### src/rtl/rr_analyzer_pkg.sv
// rtl/rr_analyzer_pkg.sv - shared constants, FSM states and divider step for rr_analyzer
package rr_analyzer_pkg;

  localparam int FS_HZ = 360;
  localparam int RR_W  = 16;
  localparam int NUM_W = 24;
  localparam int SUM_W = RR_W + 3;

  localparam logic [RR_W-1:0]  RR_MIN    = RR_W'(72);
  localparam logic [RR_W-1:0]  RR_MAX    = RR_W'(1080);
  localparam logic [RR_W-1:0]  QRS_WIDE  = RR_W'(43);
  localparam logic [7:0]       BRADY_BPM = 8'd60;
  localparam logic [7:0]       TACHY_BPM = 8'd100;
  localparam logic [NUM_W-1:0] BPM_NUM   = NUM_W'(60 * FS_HZ);

  typedef enum logic [2:0] {
    IDLE,
    CHECK,
    UPDATE,
    DIVIDE,
    DONE
  } state_t;

  // One restoring-division step: returns {remainder, dividend/quotient shift register}.
  function automatic logic [RR_W+NUM_W-1:0] div_step(input logic [RR_W-1:0]  rem,
                                                     input logic [NUM_W-1:0] dq,
                                                     input logic [RR_W-1:0]  den);
    logic [RR_W:0] shifted;
    shifted = {rem, dq[NUM_W-1]};
    if (shifted >= {1'b0, den})
      div_step = {RR_W'(shifted - {1'b0, den}), dq[NUM_W-2:0], 1'b1};
    else
      div_step = {shifted[RR_W-1:0], dq[NUM_W-2:0], 1'b0};
  endfunction

endpackage

### src/rtl/rr_div.sv
// rtl/rr_div.sv - start/done restoring divider, one quotient bit per clock
module rr_div
  import rr_analyzer_pkg::*;
(
  input  logic             clk,
  input  logic             rst,
  input  logic             start,
  input  logic [NUM_W-1:0] num,
  input  logic [RR_W-1:0]  den,
  output logic             done,
  output logic [NUM_W-1:0] quot
);

  logic [RR_W-1:0]         rem;
  logic [RR_W-1:0]         den_q;
  logic [4:0]              cnt;
  logic [RR_W+NUM_W-1:0]   step_first;
  logic [RR_W+NUM_W-1:0]   step_next;

  // The first step runs on the start edge, so 24 steps end one edge earlier.
  assign step_first = div_step('0, num, den);
  assign step_next  = div_step(rem, quot, den_q);

  // Iterate until the step counter drains; done pulses once the last bit lands.
  always_ff @(posedge clk or negedge rst) begin
    if (!rst) begin
      rem   <= '0;
      quot  <= '0;
      den_q <= '0;
      cnt   <= '0;
      done  <= 1'b0;
    end else begin
      done <= 1'b0;
      if (start) begin
        {rem, quot} <= step_first;
        den_q       <= den;
        cnt         <= 5'd23;
      end else if (cnt != 5'd0) begin
        {rem, quot} <= step_next;
        cnt         <= cnt - 5'd1;
        if (cnt == 5'd1)
          done <= 1'b1;
      end
    end
  end

endmodule

### src/rtl/rr_analyzer.sv
// rtl/rr_analyzer.sv - R-R interval validation, 8-beat average, BPM and rhythm flags
module rr_analyzer
  import rr_analyzer_pkg::*;
(
  input  logic            clk,
  input  logic            rst,
  input  logic            rr_valid,
  input  logic [RR_W-1:0] rr_int,
  input  logic [RR_W-1:0] qrs_w,
  output logic            busy,
  output logic            hr_valid,
  output logic [7:0]      bpm,
  output logic [RR_W-1:0] rr_avg,
  output logic            brady,
  output logic            tachy,
  output logic            irregular,
  output logic            wide_qrs,
  output logic            artifact,
  output logic            overrun
);

  state_t           state;
  logic             first_seen;
  logic [RR_W-1:0]  rr_q;
  logic [RR_W-1:0]  qrs_q;
  logic [RR_W-1:0]  rr_buf [8];
  logic [2:0]       wp;
  logic [3:0]       fill;
  logic [SUM_W-1:0] sum;
  logic             irr_next;

  logic             warm;
  logic [RR_W-1:0]  diff;
  logic [SUM_W-1:0] sum_next;
  logic             div_start;
  logic [RR_W-1:0]  div_den;
  logic             div_done;
  logic [NUM_W-1:0] quot;
  logic [7:0]       bpm_sat;

  assign busy      = (state != IDLE);
  assign warm      = (fill == 4'd8);
  assign diff      = (rr_q >= rr_avg) ? (rr_q - rr_avg) : (rr_avg - rr_q);
  assign sum_next  = sum - {3'b000, rr_buf[wp]} + {3'b000, rr_q};
  // The divider is launched from UPDATE with the new average so it finishes as DIVIDE ends.
  assign div_start = (state == UPDATE) && (fill >= 4'd7);
  assign div_den   = RR_W'(sum_next >> 3);
  assign bpm_sat   = (|quot[NUM_W-1:8]) ? 8'hff : quot[7:0];

  rr_div u_div (
    .clk   (clk),
    .rst   (rst),
    .start (div_start),
    .num   (BPM_NUM),
    .den   (div_den),
    .done  (div_done),
    .quot  (quot)
  );

  // Beat-processing FSM with registered results and strobes.
  always_ff @(posedge clk or negedge rst) begin
    if (!rst) begin
      state      <= IDLE;
      first_seen <= 1'b0;
      rr_q       <= '0;
      qrs_q      <= '0;
      for (int i = 0; i < 8; i++) rr_buf[i] <= '0;
      wp         <= '0;
      fill       <= '0;
      sum        <= '0;
      irr_next   <= 1'b0;
      hr_valid   <= 1'b0;
      bpm        <= '0;
      rr_avg     <= '0;
      brady      <= 1'b0;
      tachy      <= 1'b0;
      irregular  <= 1'b0;
      wide_qrs   <= 1'b0;
      artifact   <= 1'b0;
      overrun    <= 1'b0;
    end else begin
      hr_valid <= 1'b0;
      artifact <= 1'b0;
      overrun  <= rr_valid && (state != IDLE);
      case (state)
        IDLE: begin
          if (rr_valid) begin
            if (!first_seen) begin
              first_seen <= 1'b1;
            end else begin
              rr_q  <= rr_int;
              qrs_q <= qrs_w;
              state <= CHECK;
            end
          end
        end
        CHECK: begin
          if (rr_q < RR_MIN || rr_q > RR_MAX) begin
            artifact <= 1'b1;
            state    <= IDLE;
          end else begin
            irr_next <= warm && (diff > (rr_avg >> 2));
            state    <= UPDATE;
          end
        end
        UPDATE: begin
          rr_buf[wp] <= rr_q;
          sum        <= sum_next;
          wp         <= wp + 3'd1;
          if (fill != 4'd8)
            fill <= fill + 4'd1;
          state <= (fill >= 4'd7) ? DIVIDE : IDLE;
        end
        DIVIDE: begin
          if (div_done) begin
            bpm       <= bpm_sat;
            rr_avg    <= RR_W'(sum >> 3);
            brady     <= (bpm_sat < BRADY_BPM);
            tachy     <= (bpm_sat > TACHY_BPM);
            irregular <= irr_next;
            wide_qrs  <= (qrs_q > QRS_WIDE);
            hr_valid  <= 1'b1;
            state     <= DONE;
          end
        end
        DONE:    state <= IDLE;
        default: state <= IDLE;
      endcase
    end
  end

endmodule

### config.mk
export PLATFORM = sky130hd
export DESIGN_NAME = rr_analyzer
export DESIGN_NICKNAME = d
export VERILOG_FILES = /design/src/rtl/rr_analyzer_pkg.sv /design/src/rtl/rr_div.sv /design/src/rtl/rr_analyzer.sv
export SDC_FILE = /design/constraint.sdc
export NUM_CORES = 1
export LEC_CHECK = 0
export CORE_MARGIN = 2
export CORE_UTILIZATION = 57
export CTS_BUF_LIST = sky130_fd_sc_hd__clkbuf_8
export DETAILED_ROUTE_END_ITERATION = 8
export MAX_ROUTING_LAYER = met4
export PLACE_DENSITY = 0.84
export SYNTH_ARGS = -nofsm -noshare
export SYNTH_HDL_FRONTEND = slang
export SYNTH_HIERARCHICAL = 1
export SYNTH_SLANG_ARGS = --single-unit
### constraint.sdc
create_clock -name clk -period 5.2 [get_ports clk]
set_clock_uncertainty 0.05 [all_clocks]
set_input_delay 0.78 -clock clk [delete_from_list [all_inputs] [get_ports clk]]
set_output_delay 0.78 -clock clk [all_outputs]
set_load 0.01 [all_outputs]
* Word level (Yosys, flattened, before mapping)
Index checks and enable logic that the tools add are counted.
** Storage, ports and cells
- Logic and storage cells :: 107
- Output and inout port bits :: 32
- Bits in registers :: 284
- Input port bits :: 35
** Cells by class
- Eq/ne operators :: 9
- $add $sub $neg :: 9
- Muxes and demuxes :: 29
- Bitwise operators :: 2
- Reduce and logical (&&, ||, !) cells :: 16
- Magnitude comparators :: 12
** Operators with widths (count)
- bitwise mux 128 bit :: 1
- 2-to-1 mux 16 bit :: 6
- 2-to-1 mux 40 bit :: 2
- binary-select mux 16 bit (select 3 bit) :: 1
- demux 16 bit (select 3 bit) :: 1
- 2-to-1 mux 24 bit :: 2
- subtractor 16 bit :: 3
- adder 19 x 16 -> 19 bit :: 1
- subtractor 19 x 16 -> 19 bit :: 1
- >= comparator 17 x 16 -> 1 bit :: 1
- >= comparator 1 x 16 -> 1 bit (first input constant) :: 1
- >= comparator 16 bit :: 1
- greater-than comparator 16 x 11 -> 1 bit (second input constant) :: 1
- greater-than comparator 16 x 14 -> 1 bit :: 1
- greater-than comparator 16 x 6 -> 1 bit (second input constant) :: 1
- < comparator 16 x 7 -> 1 bit (second input constant) :: 1
- OR reduction 16 bit :: 1
- subtractor 1 x 16 -> 16 bit (first input constant) :: 1
- one-hot mux 3 bit (4 select lines) :: 1
- 2-to-1 mux 5 bit :: 2
- 2-to-1 mux 3 bit :: 3
- greater-than comparator 8 x 7 -> 1 bit (second input constant) :: 1
- < comparator 8 x 6 -> 1 bit (second input constant) :: 1
- 2-to-1 mux 8 bit :: 1
- other kinds (25) :: 41

* Depth between registers and ports, before layout
- Depth in word-level cells :: 9
- Gate-level depth with buffers :: 24
- Gate-level depth less buffers :: 22

* Cells and area by module
The synthesis kept the hierarchy.
** Modules (own cells, without submodules)
- rr_analyzer :: area each 12375.6 um^2, cells each 1235, instances 1, sequential area each 5505.3 um^2
- rr_div :: area each 3821.2 um^2, cells each 412, instances 1, sequential area each 1551.5 um^2

* Worst setup path after synthesis
No wires, ideal clock.
- Path type :: register to register
- Start :: register wp[0]
- End :: register u_div.rem[15]
- Required time :: 5.068 ns
- Library setup time :: 0.082 ns
- Buffers on the path :: 2
- Slack :: -0.368 ns
- Cell stages (with the launch flop) :: 22
- Period minus slack after synthesis :: 5.568 ns
- Arrival time :: 5.436 ns
- Cell sequence :: dfrtp_1 > clkbuf_1 > buf_1 > mux4_2 > nand2_1 > nand2_1 > fa_1 > inv_1 > ha_1 > a21o_1 > a21oi_1 > nand2b_1 > a211oi_1 > nor3_1 > o21ai_0 > xor2_1 > or4_4 > or4_4 > o21ai_4 > o21a_1 > o41ai_2 > a31oi_1
** On the way
- Cells in the longest elaborated chain, start to end :: 9
- Elaborated cells between the ends (all ways) :: 10
- Those cells by class :: add/sub: 3; order compare: 1; mux: 5; bitwise: 1
** Ends and longest elaborated chain
- from (decl) :: line rr_analyzer.sv:27 : logic [2:0] wp;
- from (signal assigned) :: line rr_analyzer.sv:109 : wp <= wp + 3'd1;
- inverter 3 -> 4 bit (implied by the code) * :: line rr_analyzer.sv:44 : assign sum_next = sum - {3'b000, rr_buf[wp]} + {3'b000, rr_q};
- binary-select mux 16 bit (select 3 bit) * :: line rr_analyzer.sv:44
- 2-to-1 mux 16 bit (implied by the code) * (2 in a row) :: line rr_analyzer.sv:44
- subtractor 19 x 16 -> 19 bit * :: line rr_analyzer.sv:44
- adder 19 x 16 -> 19 bit * :: line rr_analyzer.sv:44
- net sum_next[17] :: line rr_analyzer.sv:34 : logic [SUM_W-1:0] sum_next;
- subtractor 1 x 16 -> 16 bit or >= comparator 1 x 16 -> 1 bit (tied branches) :: line rr_analyzer_pkg.sv:31, rr_analyzer_pkg.sv:30
- 2-to-1 mux 40 bit * :: line rr_analyzer_pkg.sv:30 : if (shifted >= {1'b0, den})
- 2-to-1 mux 16 bit * :: line rr_div.sv:34 : if (start) begin
- to (signal assigned) :: line rr_div.sv:35 : {rem, quot} <= step_first;
- to (signal assigned) :: line rr_div.sv:39 : {rem, quot} <= step_next;
- to (decl) :: line rr_div.sv:14 : logic [RR_W-1:0] rem;
Mark *: on every way through the listed nets, which the timed path passes. The rest lies on a longest branch. The select of a mux whose other input is x is not followed.
A chain may end at the register's enable or synchronous reset.

* Worst setup path in the final report
- Start :: register wp[0]
- End :: register u_div.rem[10]
** On the way
- Cells in the longest elaborated chain, start to end :: 9
- Elaborated cells between the ends (all ways) :: 10
- Those cells by class :: add/sub: 3; order compare: 1; mux: 5; bitwise: 1
** Ends and longest elaborated chain (line)
- inverter 3 -> 4 bit (implied by the code) :: rr_analyzer.sv:44
- binary-select mux 16 bit (select 3 bit) :: rr_analyzer.sv:44
- 2-to-1 mux 16 bit (implied by the code) (2 in a row) :: rr_analyzer.sv:44
- subtractor 19 x 16 -> 19 bit :: rr_analyzer.sv:44
- adder 19 x 16 -> 19 bit :: rr_analyzer.sv:44
- net sum_next[18] :: rr_analyzer.sv:34
- >= comparator 1 x 16 -> 1 bit :: rr_analyzer_pkg.sv:30
- 2-to-1 mux 40 bit :: rr_analyzer_pkg.sv:30
- 2-to-1 mux 16 bit :: rr_div.sv:34
The timed path passes the listed nets, and every way through them passes these cells. The select of a mux whose other input is x is not followed.

==> out/summary.json <==
{
  "fin_nets": {"value": 1934},
  "place.gp.congestion": {"value": 0.9375},
  "syn-instance-count": {"value": 1647},
  "die_height": {"value": 172.6, "unit": "um"},
  "synth.yosys.seq_area_share": {"value": 43.57, "unit": "%"},
  "post_drt_wl_per_cell": {"value": 19.49, "unit": "um"},
  "cp-end-kind": {"value": "register"},
  "worst_vdd_rail_ir_drop": {"value": 0.3728, "unit": "mV"},
  "fin_ws": {"value": -0.07861, "unit": "ns"},
  "die_x": {"value": 172.6, "unit": "um"},
  "crit_cells": {"value": 21},
  "synth-compound-area-share": {"value": 14.82, "unit": "%"},
  "tightest_slew": {"value": 1.268, "unit": "ns"},
  "critPathBufInv": {"value": 3},
  "ys_ff_latch": {"value": 282},
  "total_power": {"value": 10770, "unit": "uW"},
  "timing.critical_path.max_delay_family": {"value": "compound AO/OA/AOI/OAI gates"},
  "dp.cells": {"value": 2110},
  "dr_total_vias": {"value": 13160},
  "synthTopCellsByArea": {"value": "dfrtp_1 (44%), ha_1 (6.8%), o21ai_0 (6.7%)"},
  "synthAdderAreaFrac": {"value": 9.146, "unit": "%"},
  "drt_iter0_drc": {"value": 1242},
  "rsz_0062_raised_after_global_routing": {"value": "true"},
  "status": {"value": "finished, violations left"},
  "post-synth-top-area-cell": {"value": "dfrtp_1"},
  "synth_simple_gate_area_share": {"value": 12.63, "unit": "%"},
  "min-delay-path-class": {"value": "in -> async"},
  "place_hpwl": {"value": 29890, "unit": "um"},
  "filler_cell_count": {"value": 1973},
  "worst_path_largest_cell_delay": {"value": 0.53, "unit": "ns"},
  "worst_ep_required_time": {"value": 5.64, "unit": "ns"},
  "path_cells": {"value": "buf_12, mux4_2, nand2_2, nand2_2, fa_1, inv_2, ha_4, nor2b_4, o31a_1, o41a_1, a32oi_2, a31o_2, xnor2_2, xnor2_1, nor4_1, nand2_1, or4_4, o21ai_4, buf_6, o21ai_0, nor3_1"},
  "report.final.slew_viol_count": {"value": 0},
  "failed_checks": {"value": "setup timing"},
  "clkLatencyLatePin": {"value": 0.59, "unit": "ns"},
  "global_route.overflow_total": {"value": 0},
  "synth_enable_flop_cells": {"value": 0},
  "number_of_antenna_cells_inserted": {"value": 0},
  "yosysUniqueCellTypes": {"value": 83},
  "multi_input_comb_area": {"value": 8608, "unit": "um^2"},
  "register_area": {"value": 7063, "unit": "um^2"},
  "critical_path_fanout_max": {"value": 4},
  "worst_setup_hold_path_clk_slew": {"value": 0.06, "unit": "ns"},
  "synth_mux_area_share": {"value": 12.07, "unit": "%"},
  "detailedPlace.worstSlack": {"value": -0.1183, "unit": "ns"},
  "worst-setup-path-type": {"value": "reg -> reg"},
  "timing.slew.headroom": {"value": 15.22, "unit": "%"},
  "floorplan.die_area": {"value": 29780, "unit": "um^2"},
  "leak_pwr": {"value": 0.008778, "unit": "uW"},
  "h_tree_level_count": {"value": 2},
  "clock_tree_from_tritoncts": {"value": "done"},
  "stdcell_count": {"value": 2205},
  "synth_xor_xnor_area_share": {"value": 2.542, "unit": "%"},
  "cp-start-kind": {"value": "register"},
  "cts_buffer_depth": {"value": 3},
  "clock_sinks": {"value": 282},
  "initial_standard_cell_utilization_of_the_core": {"value": 58.14, "unit": "%"},
  "via_per_inst": {"value": 5.967},
  "max_cap_violations": {"value": 0},
  "antenna_found_initial": {"value": 0},
  "clock-root-buffer": {"value": "clkbuf_8"},
  "grt_first_pass_wirelength": {"value": 69340, "unit": "um"},
  "slowest_stage": {"value": "fa_1"},
  "worst-endpoint-arrival": {"value": 5.72, "unit": "ns"},
  "yosys.area.top_type_share": {"value": 43.57, "unit": "%"},
  "maxClockFrequency": {"value": 189.4, "unit": "MHz"},
  "core_region_area": {"value": 27860, "unit": "um^2"},
  "ys.warnings.count": {"value": 6},
  "final.min_clock_period": {"value": 5.279, "unit": "ns"},
  "prevailing_post_synth_register_cell": {"value": "dfrtp_1"},
  "grtUsageTotal": {"value": 29.73, "unit": "%"},
  "ant_nets": {"value": 0},
  "syn_area": {"value": 16200, "unit": "um^2"},
  "setup_total_negative_slack": {"value": -0.6142, "unit": "ns"},
  "timing.final.crit_share": {"value": 101.5, "unit": "%"},
  "synth-async-reset-ratio": {"value": 100.0, "unit": "%"},
  "first_global_vias": {"value": 13460},
  "layout-area-overhead-vs-synth": {"value": 17.34, "unit": "%"},
  "row_count": {"value": 61},
  "routed_wl": {"value": 42990, "unit": "um"},
  "syn_area_per_cell": {"value": 9.834, "unit": "um^2"},
  "largest_net_degree_at_the_start_of_global_routing": {"value": 122},
  "critPathMostFrequentCell": {"value": "nand2_2"},
  "power_density": {"value": 566.9, "unit": "nW/um^2"},
  "number_of_hold_violations_in_the_final_report": {"value": 0},
  "drive_gt1_share": {"value": 18.12, "unit": "%"},
  "post-route-drc-count": {"value": 0},
  "number_of_cells_on_the_worst_reg_to_reg_path": {"value": 21},
  "cts_buffers": {"value": 46},
  "portBuffers": {"value": 64},
  "combinational_family_with_the_most_area_after_synthesis": {"value": "compound AO/OA/AOI/OAI gates"},
  "num_io_pins": {"value": 67},
  "finalSetupViolations": {"value": 12},
  "drtPass1Iterations": {"value": 6}
}
timing repair:
action | CTS | global route
pin swaps | 3 | 17
buffers inserted | 5 | 7
gates cloned | 0 | 0
hold buffers | 0 | 0
endpoints found under the setup margin | 14 | 15
resized for setup | 5 | 47
synthesized netlist by cell type, types with 3 or more instances:
cell type,count
a211o_1,5
a211oi_1,4
a21boi_0,3
a21o_1,14
a21oi_1,66
a21oi_2,3
a31o_2,3
a31oi_1,12
and2_1,5
and3_1,9
and4_1,4
buf_1,13
buf_2,11
buf_6,5
clkbuf_1,44
dfrtp_1,282
fa_1,19
ha_1,88
inv_1,131
mux2_2,74
mux2i_1,40
mux4_2,32
nand2_1,283
nand2b_1,13
nand3_1,20
nand4_1,11
nor2_1,44
nor2b_1,10
nor3_1,18
nor4_1,16
o211ai_1,8
o21a_1,17
o21ai_0,218
o31a_1,3
o31ai_1,5
or2_2,6
or3_1,4
xnor2_1,26
xor2_1,21
flip-flops by register name (all words and copies together), names as in the netlist, 3 cells and up:
register / flops
rr_buf: 128
u_div/quot: 24
sum: 19
rr_avg: 16
rr_q: 16
u_div/den_q: 16
u_div/rem: 16
qrs_q: 14
bpm: 8
u_div/cnt: 5
fill: 4
state: 3
wp: 3
layout by cell type, fill, tap and decap left out, types with 20 or more instances in the layout:
master           count
mux2_2              74
clkdlybuf4s50_1     63
mux4_2              32
buf_4               75
xor2_1              21
inv_1              141
dfrtp_1            279
nor2_1              44
clkbuf_8            61
a21oi_1             64
xnor2_1             25
nand2_1            274
ha_1                82
o21ai_0            212
mux2i_1             40
nand3_1             20
conb_1              25
worst paths after layout:
| path | start | to | slack [ns] |
|---|---|---|---|
| worst max register to register | wp[0] | u_div/rem[10] | -0.08 |
| worst min-delay path | rst | rr_buf[18] | 0.24 |
| min in group clk | rr_buf[49] | rr_buf[49] | 0.43 |
| worst max-delay path | wp[0] | u_div/rem[10] | -0.08 |
| max in group asynchronous | rst | rr_buf[23] | 3.70 |
| worst min register to register | rr_buf[49] | rr_buf[49] | 0.43 |
worst reg2reg max path, stage by stage (launching register included):
cell,delay (ns)
dfrtp_4,0.50
buf_12,0.15
mux4_2,0.43
nand2_2,0.08
nand2_2,0.09
fa_1,0.53
inv_2,0.05
ha_4,0.22
nor2b_4,0.13
o31a_1,0.33
o41a_1,0.45
a32oi_2,0.21
a31o_2,0.21
xnor2_2,0.13
xnor2_1,0.11
nor4_1,0.31
nand2_1,0.16
or4_4,0.50
o21ai_4,0.20
buf_6,0.12
o21ai_0,0.08
nor3_1,0.18
stage by stage:
stage | hold WS, ns | area, um^2 | util (%)
after floorplan | 0.3785 | 16290 | -
after global placement | 0.3887 | 17660 | 63.40
after detailed placement | 0.4048 | 17660 | 63.40
after CTS | 0.2889 | 18730 | 67.24
after global routing | 0.3264 | 19000 | 68.22
final | 0.2366 | 19000 | 68.22
cell type report:
cell class,instances,share of cell area [%]
clock buffers,61,4.418
clock inverters,22,0.8361
inverters,133,2.627
multi-input cells,1181,45.30
flip-flops and latches,282,37.16
well taps,378,2.489
repair buffers,148,7.170
report_power, final:
group	internal [uW]	total [uW]	switching (uW)	leakage [uW]
clock network	1150	2070	916	0.000561
registers	2490	2750	261	0.00367
logic	2720	5960	3240	0.00455
total	6360	10800	4410	0.00878
layer usage:
layer,vias to the layer above,global-route usage [%],share of wire [%]
met3,147,4.200,6.6
met2,527,48.43,49
li1,5988,-,-
met4,0,13.18,4.2
met5,-,-,0
met1,6496,37.29,40
logic make-up (layout without fill, tap and decap cells):
group	count (synthesis)	count (layout)
multiplexers	146	146
XOR/XNOR	47	47
buffers and inverters	207	364
flip-flops	282	282
AND/OR/NAND/NOR	458	458
AO/OA/AOI/OAI	398	398
adder cells (fa/ha/maj)	107	107
other	2	25
Note: power is estimated with default switching activity, not from simulation.
